## src/rtl/playback_replay.sv

```systemverilog
// Vector playback/replay engine: streams {flag, stimulus, expected} records from a
// vector store into a DUT, compares masked responses and reports error status.
module playback_replay #(
  parameter int unsigned IN_W         = 269,
  parameter int unsigned OUT_W        = 198,
  parameter int unsigned AW           = 12,
  parameter int unsigned STOP_ON_FAIL = 0
) (
  input  logic                    rclk,
  input  logic                    arst_l,
  input  logic                    start,
  input  logic                    abort,
  input  logic [AW:0]             num_vec,
  output logic                    busy,
  output logic                    done,
  output logic                    pass,
  output logic                    vec_rd_en,
  output logic [AW-1:0]           vec_rd_addr,
  input  logic [IN_W+OUT_W:0]     vec_rd_data,
  output logic [IN_W-1:0]         dut_in,
  output logic                    dut_step,
  input  logic [OUT_W-1:0]        dut_out,
  input  logic [OUT_W-1:0]        chk_mask,
  output logic [15:0]             err_cnt,
  output logic                    first_err_vld,
  output logic [AW-1:0]           first_err_idx
);

  localparam int unsigned FLAG_BIT = IN_W + OUT_W;

  typedef enum logic [2:0] {
    IDLE  = 3'd0,
    FETCH = 3'd1,
    RUN   = 3'd2,
    DRAIN = 3'd3,
    DONE  = 3'd4
  } state_t;

  state_t            state_q, state_d;
  logic [AW:0]       num_q, num_d;
  logic              v1_q, v1_d;
  logic [AW-1:0]     idx1_q, idx1_d;
  logic [OUT_W-1:0]  exp_q, exp_d;
  logic [AW-1:0]     step_idx_q, step_idx_d;

  logic              busy_d, done_d, pass_d, rd_en_d, step_d, fvld_d;
  logic [AW-1:0]     rd_addr_d, fidx_d;
  logic [IN_W-1:0]   dut_in_d;
  logic [15:0]       err_cnt_d;

  logic              rec_flag;
  logic [IN_W-1:0]   rec_in;
  logic [OUT_W-1:0]  rec_exp;
  logic              mismatch_c;
  logic              active_c;

  assign rec_flag   = vec_rd_data[FLAG_BIT];
  assign rec_in     = vec_rd_data[IN_W+OUT_W-1:OUT_W];
  assign rec_exp    = vec_rd_data[OUT_W-1:0];
  assign mismatch_c = dut_step && (|((dut_out ^ exp_q) & chk_mask));
  assign active_c   = (state_q == FETCH) || (state_q == RUN) || (state_q == DRAIN);

  // Next-state and next-output logic
  always_comb begin
    state_d    = state_q;
    num_d      = num_q;
    busy_d     = busy;
    done_d     = done;
    pass_d     = pass;
    rd_en_d    = 1'b0;
    rd_addr_d  = vec_rd_addr;
    v1_d       = vec_rd_en;
    idx1_d     = vec_rd_en ? vec_rd_addr : idx1_q;
    dut_in_d   = dut_in;
    exp_d      = exp_q;
    step_d     = 1'b0;
    step_idx_d = step_idx_q;
    err_cnt_d  = err_cnt;
    fvld_d     = first_err_vld;
    fidx_d     = first_err_idx;

    // Apply a returned record; flag=0 records are consumed silently
    if (v1_q && rec_flag) begin
      dut_in_d   = rec_in;
      exp_d      = rec_exp;
      step_d     = 1'b1;
      step_idx_d = idx1_q;
    end

    if (mismatch_c) begin
      if (err_cnt != 16'hFFFF) err_cnt_d = err_cnt + 16'd1;
      if (!first_err_vld) begin
        fvld_d = 1'b1;
        fidx_d = step_idx_q;
      end
    end

    case (state_q)
      IDLE, DONE: begin
        if (start && !abort) begin
          err_cnt_d = 16'd0;
          fvld_d    = 1'b0;
          fidx_d    = '0;
          if (num_vec == '0) begin
            state_d = DONE;
            busy_d  = 1'b0;
            done_d  = 1'b1;
            pass_d  = 1'b1;
          end else begin
            state_d   = FETCH;
            num_d     = num_vec;
            busy_d    = 1'b1;
            done_d    = 1'b0;
            pass_d    = 1'b0;
            rd_en_d   = 1'b1;
            rd_addr_d = '0;
          end
        end
      end
      FETCH: begin
        if (num_q == (AW+1)'(1)) begin
          state_d = DRAIN;
        end else begin
          state_d   = RUN;
          rd_en_d   = 1'b1;
          rd_addr_d = AW'(1);
        end
      end
      RUN: begin
        if ({1'b0, vec_rd_addr} == num_q - (AW+1)'(1)) begin
          state_d = DRAIN;
        end else begin
          rd_en_d   = 1'b1;
          rd_addr_d = vec_rd_addr + AW'(1);
        end
      end
      DRAIN: begin
        if (!vec_rd_en && !v1_q) begin
          state_d = DONE;
          busy_d  = 1'b0;
          done_d  = 1'b1;
          pass_d  = (err_cnt_d == 16'd0);
        end
      end
      default: state_d = IDLE;
    endcase

    // Early termination drops everything still in flight
    if (active_c && (STOP_ON_FAIL != 0) && mismatch_c) begin
      state_d  = DONE;
      busy_d   = 1'b0;
      done_d   = 1'b1;
      pass_d   = 1'b0;
      rd_en_d  = 1'b0;
      v1_d     = 1'b0;
      step_d   = 1'b0;
      dut_in_d = dut_in;
      exp_d    = exp_q;
    end

    if (active_c && abort) begin
      state_d   = IDLE;
      busy_d    = 1'b0;
      done_d    = 1'b0;
      pass_d    = 1'b0;
      rd_en_d   = 1'b0;
      v1_d      = 1'b0;
      step_d    = 1'b0;
      dut_in_d  = dut_in;
      exp_d     = exp_q;
      err_cnt_d = err_cnt;
      fvld_d    = first_err_vld;
      fidx_d    = first_err_idx;
    end
  end

  // State and output registers
  always_ff @(posedge rclk or negedge arst_l) begin
    if (!arst_l) begin
      state_q       <= IDLE;
      num_q         <= '0;
      v1_q          <= 1'b0;
      idx1_q        <= '0;
      exp_q         <= '0;
      step_idx_q    <= '0;
      busy          <= 1'b0;
      done          <= 1'b0;
      pass          <= 1'b0;
      vec_rd_en     <= 1'b0;
      vec_rd_addr   <= '0;
      dut_in        <= '0;
      dut_step      <= 1'b0;
      err_cnt       <= '0;
      first_err_vld <= 1'b0;
      first_err_idx <= '0;
    end else begin
      state_q       <= state_d;
      num_q         <= num_d;
      v1_q          <= v1_d;
      idx1_q        <= idx1_d;
      exp_q         <= exp_d;
      step_idx_q    <= step_idx_d;
      busy          <= busy_d;
      done          <= done_d;
      pass          <= pass_d;
      vec_rd_en     <= rd_en_d;
      vec_rd_addr   <= rd_addr_d;
      dut_in        <= dut_in_d;
      dut_step      <= step_d;
      err_cnt       <= err_cnt_d;
      first_err_vld <= fvld_d;
      first_err_idx <= fidx_d;
    end
  end

endmodule
```

## config.mk

```make
export PLATFORM = sky130hd
export DESIGN_NAME = playback_replay
export DESIGN_NICKNAME = d
export VERILOG_FILES = /design/src/rtl/playback_replay.sv
export SDC_FILE = /design/constraint.sdc
export NUM_CORES = 1
export LEC_CHECK = 0
export BUFFER_PORTS_ARGS = -buffer_cell sky130_fd_sc_hd__buf_2
export CORE_AREA = 3 3 468 470
export CTS_CLUSTER_DIAMETER = 50
export DETAILED_ROUTE_END_ITERATION = 10
export DIE_AREA = 0 0 471 473
export HOLD_SLACK_MARGIN = 0.08
export PLACE_DENSITY_LB_ADDON = 0.15
export SLEW_MARGIN = 20
export SYNTH_ARGS = -nofsm -noshare
export SYNTH_HDL_FRONTEND = slang
export SYNTH_SLANG_ARGS = --single-unit
```

## constraint.sdc

```tcl
create_clock -name rclk -period 4.2 [get_ports rclk]
set_input_delay 0.21 -clock rclk [delete_from_list [all_inputs] [get_ports rclk]]
set_output_delay 0.21 -clock rclk [all_outputs]
set_load 0.02 [all_outputs]
```

==> impl_metrics.yaml <==
global_routing:
  grt_antenna_before_repair: 111
  grt_pass1_vias: 24600
  grt_pass1_wl_um: 210000
  grt_use_total_pct: 13.6
  grt_overflow_total: 0
  grt_max_degree: 72
power:
  ir_drop_uv: 357
  power.leakage_uw: 0.0196
  powerDensity_nw_per_um2: 700
critical_path:
  r2r_start: "exp_q[147]"
  critPathCaptureType: "register"
  worstSetupStartpoint: "exp_q[147]"
  startpoint_type: "register"
  crit_type: "register to register"
  cp_max_fo: 32
  required_ps: 4790
  critPathArrivalTime_ps: 4370
cts:
  cts_buffers: 119
  clock-sinks: 554
  clkTransAtPathRegs_ps: 50
  clock_latency_ps: 760
  cts_buffer_depth: 3
  postCtsSetupBuffers: 0
  htree_levels: 3
  root_buffer: "clkbuf_16"
  cts_tree: "built"
route:
  first_pass_iters: 4
  drtIter0Drc: 918
  vias_per_cell: 3.44
  drc: 0
  drtAntennaViolNets: 0
  drt-total-wl_um: 155000
  vias: 22500
  wl_per_cell_um: 23.7
finish:
  finalNetCount: 4460
  layout.area.seq_um2: 13900
  final_cell_area_um2: 43600
  multi_input_area_um2: 10400
  fin_cells: 6545
  drive_above_1_share_pct: 54.0
  utilization_pct: 20.3
  area_growth_pct: 77.4
  fillers: 23700
synthesis:
  ys_seq_elements: 554
  synth-edff-count: 0
  async_flop_share_pct: 100
  syn_area_per_cell_um2: 13.6
  synth_cells: 1804
  synth_cell_types: 60
  synth_top_cell_by_area: "dfrtp_1"
  yosysSeqAreaShare_pct: 56.4
  synthFlopType: "dfrtp_1"
  syn_nets: 2689
  synth_area_um2: 24600
  synth.area.top_cells: "dfrtp_1 (56%), mux2_2 (23%), xor2_1 (7.3%)"
  synth.most_common_cell: "dfrtp_1"
  synth_common_cells: "dfrtp_1 (554), mux2_2 (502), xor2_1 (204)"
  ys_warn_count: 0
  netlist.area_leader.share_pct: 56.4
timing:
  rsz0062_at_grt: "false"
  fin_crit_ps: 3790
  fmax_mhz: 264
  holdWs_ps: 219
  tightest_slew_ps: 1010
  relSlewSlack_pct: 32.9
  setup_viol: 0
  skew_ps: 55.9
  fin_crit_sh_pct: 90.2
  slew_violations: 0
  hold_viol_final: 0
outcome:
  status: "finished clean"
die:
  die_x_um: 471
  fp.coreArea_um2: 215000
  fp-row-count: 170
  chipHeight_um: 473
  start_util_pct: 11.5
  io_pins: 1196
  dieArea_um2: 223000
place:
  dp.cells: 5807
  dpl.hpwl_um: 128000
  placed_area_um2: 34400
  io_buffers: 1195
  gp_congestion: 0.865
run:
  cap_violations: 0
worst_hold_path:
  min_path_type: "primary input to register"
  min_from: "vec_rd_data[212]"
## per-layer routing
layer | part of all wire [%] | GRT usage [%]
met5 | 0.14 | 0
met4 | 2.7 | 3.93
met3 | 8.1 | 4.67
met2 | 47 | 22.6
met1 | 42 | 16.5
## stage by stage
stage                     setup TNS (ps)  setup WS, ps  total power [uW]
after global routing                   0           140             32400
final                                  0           411             30600
after floorplan                        0          1280             15500
after CTS                              0          86.1             31300
after detailed placement           -1880          -169             20400
after global placement             -1500          -157             20300
## registers in the layout (all words and copies together), names as in the netlist
register       cells
busy               1
done               1
dut_in           269
dut_step           1
err_cnt           16
exp_q            198
first_err_idx     12
first_err_vld      1
idx1_q            12
num_q             13
pass               1
state_q            3
step_idx_q        12
v1_q               1
vec_rd_addr       12
vec_rd_en          1
## area by class of cell
| cell class | count | area share [%] |
|---|---|---|
| Sequential cell | 554 | 31.8 |
| Timing Repair Buffer | 1731 | 26.2 |
| Multi-Input combinational cell | 1149 | 23.8 |
| Tap cell | 2838 | 8.14 |
| Clock buffer | 145 | 7.51 |
| Clock inverter | 80 | 2.34 |
| Inverter | 20 | 0.172 |
| Antenna cell | 28 | 0.161 |
## logic make-up (layout without fill, tap and decap cells)
logic type / after synthesis / in the layout / share of synthesized area (%)
fa+ha+maj: 4 / 4 / 0.203
xor+xnor: 223 / 223 / 7.94
compound gates: 208 / 208 / 6.34
buf+inv: 101 / 1976 / 1.62
mux: 505 / 505 / 23.1
other cells: 0 / 28 / 0
simple gates: 209 / 209 / 4.44
flops: 554 / 554 / 56.4
## final timing paths
kind	to	slack [ps]	depth (start not counted)
max	pass	410	11
min	dut_in[14]	220	3
max reg2reg	pass	410	11
min reg2reg	first_err_idx[1]	460	1
max in group asynchronous	exp_q[24]	1900	4
min in group asynchronous	exp_q[118]	620	3
## power breakdown
| group | switching (uW) | internal (uW) | leakage [uW] |
|---|---|---|---|
| registers | 1780 | 7820 | 0.00672 |
| logic | 6010 | 4820 | 0.0108 |
| clock network | 3590 | 6560 | 0.00204 |
## critical path: stages (launching register included)
cell and delay [ps]:
dfrtp_1 420, xor2_1 170, a22oi_1 790, nand4_1 520, nor3_1 310, buf_4 160, nand3_1 210, o21ai_2 280
buf_12 220, mux2_2 350, o2111ai_1 120, o31ai_1 80
## cell usage in the layout, fill, tap and decap left out, types with 5 or more instances in the layout
| master | count |
|---|---|
| diode_2 | 28 |
| nor4_1 | 15 |
| mux2_2 | 502 |
| clkinv_4 | 5 |
| a22oi_1 | 100 |
| buf_4 | 36 |
| inv_6 | 12 |
| nand4_1 | 30 |
| dlygate4sd3_1 | 485 |
| inv_1 | 20 |
| buf_12 | 15 |
| nor4_2 | 6 |
| a21oi_1 | 12 |
| clkbuf_16 | 122 |
| clkinv_2 | 20 |
| xor2_1 | 204 |
| dfrtp_1 | 554 |
| buf_2 | 1194 |
| o21ai_0 | 18 |
| nand3_1 | 20 |
| nor2_1 | 32 |
| o21a_1 | 7 |
| clkbuf_8 | 14 |
| a31oi_1 | 5 |
| o31ai_1 | 11 |
| clkinvlp_4 | 23 |
| nand2b_1 | 5 |
| nor3_1 | 29 |
| a22o_1 | 20 |
| xnor2_1 | 19 |
| nand2_1 | 47 |
| clkbuf_1 | 9 |
| bufinv_16 | 16 |
## repair_timing
item	4_1_cts	5_1_grt
endpoints found under the hold margin	584	0
endpoints found under the setup margin	23	0
hold buffers	485	0
gates resized for setup	1	0
(Power assumes the default switching activity.)
